==> config.mk <==
export PLATFORM = sky130hd
export DESIGN_NAME = alu_sequencer
export DESIGN_NICKNAME = d
export VERILOG_FILES = /design/src/rtl/alu_sequencer.sv
export SDC_FILE = /design/constraint.sdc
export NUM_CORES = 1
export LEC_CHECK = 0
export CORE_UTILIZATION = 40
export DETAILED_ROUTE_END_ITERATION = 12
export PLACE_DENSITY = 0.76
export RECOVER_POWER = 50
export SYNTH_ARGS = -nofsm -noshare
export SYNTH_HDL_FRONTEND = slang
export SYNTH_SLANG_ARGS = --single-unit
export TNS_END_PERCENT = 1
==> constraint.sdc <==
create_clock -name clk -period 7.7 [get_ports clk]
set_input_delay 1.155 -clock clk [delete_from_list [all_inputs] [get_ports clk]]
set_output_delay 1.155 -clock clk [all_outputs]
set_load 0.05 [all_outputs]
==> src/rtl/alu_sequencer.sv <==
// Initiator for a combinational 32-bit ALU: valid/ready requests in, registered results out.
// MUL is built from MUL_STEPS shift-add iterations through the ALU's add operation.
module alu_sequencer #(
  parameter int unsigned MUL_STEPS = 32
) (
  input  logic        clk,
  input  logic        reset,
  input  logic        req_valid,
  output logic        req_ready,
  input  logic [2:0]  req_op,
  input  logic [31:0] req_a,
  input  logic [31:0] req_b,
  output logic [31:0] alu_a,
  output logic [31:0] alu_b,
  output logic [2:0]  alu_op,
  input  logic [31:0] alu_c,
  output logic        resp_valid,
  input  logic        resp_ready,
  output logic [31:0] resp_data,
  output logic        resp_err,
  output logic        busy
);

  localparam int unsigned W     = 32;
  localparam int unsigned OP_W  = 3;
  localparam int unsigned CNT_W = (MUL_STEPS > 1) ? $clog2(MUL_STEPS) : 1;

  localparam logic [OP_W-1:0] OP_ADD = OP_W'(0);
  localparam logic [OP_W-1:0] OP_MUL = OP_W'(6);
  localparam logic [OP_W-1:0] OP_ILL = OP_W'(7);

  typedef enum logic [1:0] {IDLE, EXEC, MUL, RESP} state_t;

  state_t           state;
  logic [W-1:0]     a_r;
  logic [W-1:0]     b_r;
  logic [OP_W-1:0]  op_r;
  logic [W-1:0]     acc;
  logic [W-1:0]     mcand;
  logic [W-1:0]     mplier;
  logic [CNT_W-1:0] cnt;

  // Sequencer state, operand latches and the registered response
  always_ff @(posedge clk or posedge reset) begin
    if (reset) begin
      state      <= IDLE;
      a_r        <= '0;
      b_r        <= '0;
      op_r       <= '0;
      acc        <= '0;
      mcand      <= '0;
      mplier     <= '0;
      cnt        <= '0;
      resp_valid <= 1'b0;
      resp_data  <= '0;
      resp_err   <= 1'b0;
    end else begin
      case (state)
        IDLE: begin
          if (req_valid) begin
            a_r  <= req_a;
            b_r  <= req_b;
            op_r <= req_op;
            if (req_op == OP_MUL) begin
              acc    <= '0;
              mcand  <= req_a;
              mplier <= req_b;
              cnt    <= '0;
              state  <= MUL;
            end else if (req_op == OP_ILL) begin
              resp_data  <= '0;
              resp_err   <= 1'b1;
              resp_valid <= 1'b1;
              state      <= RESP;
            end else begin
              state <= EXEC;
            end
          end
        end
        EXEC: begin
          resp_data  <= alu_c;
          resp_err   <= 1'b0;
          resp_valid <= 1'b1;
          state      <= RESP;
        end
        MUL: begin
          // Fixed-length loop: no early exit when the multiplier runs out of ones
          acc    <= alu_c;
          mcand  <= mcand << 1;
          mplier <= mplier >> 1;
          cnt    <= cnt + CNT_W'(1);
          if (cnt == CNT_W'(MUL_STEPS - 1)) begin
            resp_data  <= alu_c;
            resp_err   <= 1'b0;
            resp_valid <= 1'b1;
            state      <= RESP;
          end
        end
        RESP: begin
          if (resp_ready) begin
            resp_valid <= 1'b0;
            state      <= IDLE;
          end
        end
        default: state <= IDLE;
      endcase
    end
  end

  // ALU drive depends on registered state only; ops 6/7 never reach alu_op
  always_comb begin
    alu_a  = '0;
    alu_b  = '0;
    alu_op = OP_ADD;
    case (state)
      EXEC: begin
        alu_a  = a_r;
        alu_b  = b_r;
        alu_op = op_r;
      end
      MUL: begin
        alu_a  = acc;
        alu_b  = mplier[0] ? mcand : '0;
        alu_op = OP_ADD;
      end
      default: ;
    endcase
  end

  assign req_ready = (state == IDLE);
  assign busy      = (state != IDLE);

endmodule
==> results.txt <==
The flow ran to the end, but the final reports show violations. The checks that failed: capacitance limit, slew limit. Across every metal layer, demand over resource in global routing totals between 20% and 30%. The library cell occupying the most area in the post-synthesis netlist is sky130_fd_sc_hd__dfrtp_1.

Traced cell by cell, the critical path runs through inv_1 > ha_1 > buf_4 > a22oi_1 > nor2_1 > clkdlybuf4s50_1. The global-route wire length before repair is 39900 um. The maximum single-stage delay on the critical path came out at 1.35 ns. The number of max-cap violations came out at 4. Sequential elements use 53.3% of the synthesized area. TritonCTS built the clock tree. Once the floorplan was initialized, standard cells occupied 40.8% of the core. The arrival time of data at the critical path endpoint came out at 4.44 ns. The height of the die came out at between 150 and 200 um.

The worst-margin pin slew is 3.11 ns. The relative max-transition margin came out at -107%. The average via count per standard cell came out at 5.08. The total via count in the routed design came out at 7214. The post-CTS clock slew at the launch and capture registers of the worst setup and hold paths is about 0.060 ns. Setup repair after global routing left no endpoint under its margin. The TritonCTS buffer count came out at 23. The H-tree level count is 1. The remaining routing DRC violations came out at 0. The critical path required time is about 6.6 ns. In this run the core area contains 56 standard-cell rows. The net count of the finished layout is 1196. The count of filler cells inserted in the layout came out at 2067.

The number of warning messages in the yosys log is 0. Summed over all cells, the static leakage comes to between 5 and 6 nW. The number of antenna violations at the first check in global routing came out at 0.

The first-iteration detailed-routing DRC count came out at around 360. The clock latency at the later pin of the worst-skew pair came out at roughly 0.49 ns. The number of nets in the synthesized netlist came out at 1027. The number of setup buffers added after CTS is 0. The detailed placer's ending HPWL came out at 16800 um. The layout overhead on the synthesized area is 30.8%. In this run the power density over the cells is 491 mW/mm^2. The first-pass detailed-route iteration total is 5. The layout cell share with drive strength beyond 1 is 10.9%. The final number of hold-violating endpoints is 0.

The worst setup path is captured at a primary output. Entering global routing, the biggest net connects approximately 140 pins. The final setup skew is 0.00468 ns. In this run, post-CTS hold repair placed 0 buffers.

The number of cells upsized or downsized after cts came out at 0. The clock period could shrink to 5.60 ns. The number of global-route vias before repair came out at 7351. The sum of routed wire length over all layers came out at approximately 25000 um. The maximum fanout along the worst path came out at 55. The sum of negative setup slack came out at 0 ns. Leaving out fill and tap cells, the most frequent cells in the layout are sky130_fd_sc_hd__dfrtp_1, sky130_fd_sc_hd__clkdlybuf4s50_1, sky130_fd_sc_hd__nand2_1, sky130_fd_sc_hd__mux2i_1, sky130_fd_sc_hd__o21ai_0. The number of pins exceeding their max-slew limit in the final report came out at 228. The die covers 0.0245 sq mm. Measured along the x axis, the die boundary spans 157 um. The tightest min-delay check is of the reg -> reg type.

Setup violations remaining at the end of the flow were counted as 0. The routability congestion estimate came out at 0.783. The number of instances in the synthesized netlist came out at 917. The average cell area after synthesis came out at 10.4 sq um. The remaining antenna violation count is 0.

The maximum clock frequency is 0.179 GHz. The flip-flop and latch count after synthesis is 204. The count of cell types in the netlist came out at 32. The total congestion overflow came out at 0. Clock tree synthesis found a total of around 200 sinks. The startpoint type of the worst setup path is a flip-flop.

The average wire per cell in the routed design came out at 17.4 um. The critical path in this run is classified as reg -> out. Across the VDD grid, the largest voltage drop is 0.328 mV. The synthesized area is 0.00957 sq mm. Summing all multi-input logic gate instances after layout gives 0.00391 sq mm. After synthesis, the cell types taking the most area are sky130_fd_sc_hd__dfrtp_1, sky130_fd_sc_hd__mux2i_1, sky130_fd_sc_hd__mux2_2. After floorplanning, the core was sized to cover 0.0235 sq mm. The antenna cell count is 0.

The worst setup margin is 2.10 ns. The library cell used most frequently in the layout, excluding fill and tap cells, is sky130_fd_sc_hd__dfrtp_1. The period utilization is 72.7%. Registers take 0.00510 sq mm. The number of buffers on the longest clock path came out at 3.

Prior to clock tree synthesis, the placed netlist has a worst setup slack of between 3 and 4 ns. The top-area cell type share of the netlist area is between 50% and 60%. The count of buffers from port buffering came out at between 200 and 250. On the critical path, the stage with the largest delay is an instance of sky130_fd_sc_hd__ha_1.

Clock tree synthesis selected as its root buffer the cell sky130_fd_sc_hd__clkbuf_16. For this design the top-level I/O count stands at 206.
[report_power, final]
group	leakage, nW	total, mW	switching, mW	internal [mW]
clock network	0.415	1.19	0.439	0.756
logic	2.50	3.08	1.96	1.12
registers	2.56	1.87	0.298	1.57
[logic make-up (layout without fill, tap and decap cells)]
logic type,count (synthesis),count (layout),share of synthesized area [%]
muxes,165,165,18.3
adders and majority gates,7,7,0.915
AOI/OAI and AO/OA,176,176,11.2
buffers and inverters,109,294,5.58
and+or+nand+nor,256,256,10.6
DFF,204,204,53.3
[cell type report]
| class | instances | area share, % |
|---|---|---|
| tap | 319 | 3.19 |
| clock buffer | 33 | 5.54 |
| multi-input combinational | 604 | 31.3 |
| timing repair buffer | 214 | 16.9 |
| sequential | 204 | 40.8 |
| inverter | 39 | 1.23 |
| clock inverter | 8 | 1.12 |
[synthesized netlist by cell type]
| cell type | number |
|---|---|
| sky130_fd_sc_hd__nor3_1 | 4 |
| sky130_fd_sc_hd__dfrtp_1 | 204 |
| sky130_fd_sc_hd__o211ai_1 | 1 |
| sky130_fd_sc_hd__o311ai_4 | 1 |
| sky130_fd_sc_hd__mux2_2 | 68 |
| sky130_fd_sc_hd__and4b_4 | 1 |
| sky130_fd_sc_hd__nand3_1 | 6 |
| sky130_fd_sc_hd__mux2_1 | 1 |
| sky130_fd_sc_hd__and3_1 | 3 |
| sky130_fd_sc_hd__nand2_1 | 169 |
| sky130_fd_sc_hd__and2_1 | 5 |
| sky130_fd_sc_hd__inv_1 | 38 |
| sky130_fd_sc_hd__o21ai_0 | 90 |
| sky130_fd_sc_hd__clkbuf_2 | 1 |
| sky130_fd_sc_hd__o22a_2 | 1 |
| sky130_fd_sc_hd__inv_2 | 1 |
| sky130_fd_sc_hd__a21boi_1 | 1 |
| sky130_fd_sc_hd__a21oi_1 | 4 |
| sky130_fd_sc_hd__buf_2 | 30 |
| sky130_fd_sc_hd__o2bb2ai_1 | 1 |
| sky130_fd_sc_hd__nand2b_1 | 1 |
| sky130_fd_sc_hd__o21ai_1 | 13 |
| sky130_fd_sc_hd__a22oi_1 | 64 |
| sky130_fd_sc_hd__ha_1 | 7 |
| sky130_fd_sc_hd__buf_1 | 3 |
| sky130_fd_sc_hd__mux2i_1 | 95 |
| sky130_fd_sc_hd__nor2_1 | 65 |
| sky130_fd_sc_hd__buf_6 | 11 |
| sky130_fd_sc_hd__buf_4 | 1 |
| sky130_fd_sc_hd__nand4b_1 | 2 |
| sky130_fd_sc_hd__clkbuf_1 | 24 |
| sky130_fd_sc_hd__mux2i_4 | 1 |
[final timing paths]
| kind | start | to | slack (ns) | cells past startpoint |
|---|---|---|---|---|
| max | state[0] | alu_a[18] | 2.10 | 6 |
| min | mplier[18] | mplier[18] | 0.47 | 2 |
| max reg2reg | state[0] | resp_err | 2.77 | 7 |
| min reg2reg | mplier[18] | mplier[18] | 0.47 | 2 |
| max in group asynchronous | reset | b_r[30] | 4.86 | 3 |
| min in group asynchronous | reset | resp_data[2] | 1.31 | 2 |
[per-stage QoR]
| stage | cell area [sq um] | total power, mW | cells | hold slack, ns | utilization (%) |
|---|---|---|---|---|---|
| after floorplan | 9570 | 4.13 | 917 | 0.441 | - |
| after global placement | 11700 | 4.91 | 1380 | 0.461 | 50.0 |
| after detailed placement | 11700 | 4.99 | 1380 | 0.471 | 50.0 |
| after CTS | 12600 | 6.21 | 1421 | 0.484 | 53.5 |
| after global routing | 12500 | 6.53 | 1421 | 0.507 | 53.3 |
| final | 12500 | 6.14 | 1421 | 0.475 | 53.3 |
[routing by layer]
layer	wire length, um	track usage, %
met5	0	0
met2	12200	36.3
met3	1530	4.65
met4	361	4.34
met1	10600	25.9
[worst max-delay path: cells and delay by family (launching register included)]
kind,cells,cell delay (ns)
adders and majority gates,1,1.35
AOI/OAI and AO/OA,1,0.21
buffers and inverters,3,1.79
and+or+nand+nor,1,0.14
DFF,1,0.40
[state kept, by name, summed over array words and instances (netlist names), 3 cells and up]
register / flops
a_r: 32
acc: 32
b_r: 32
cnt: 5
mcand: 32
mplier: 32
op_r: 3
resp_data: 32
Note: power is estimated with default switching activity, not from simulation.
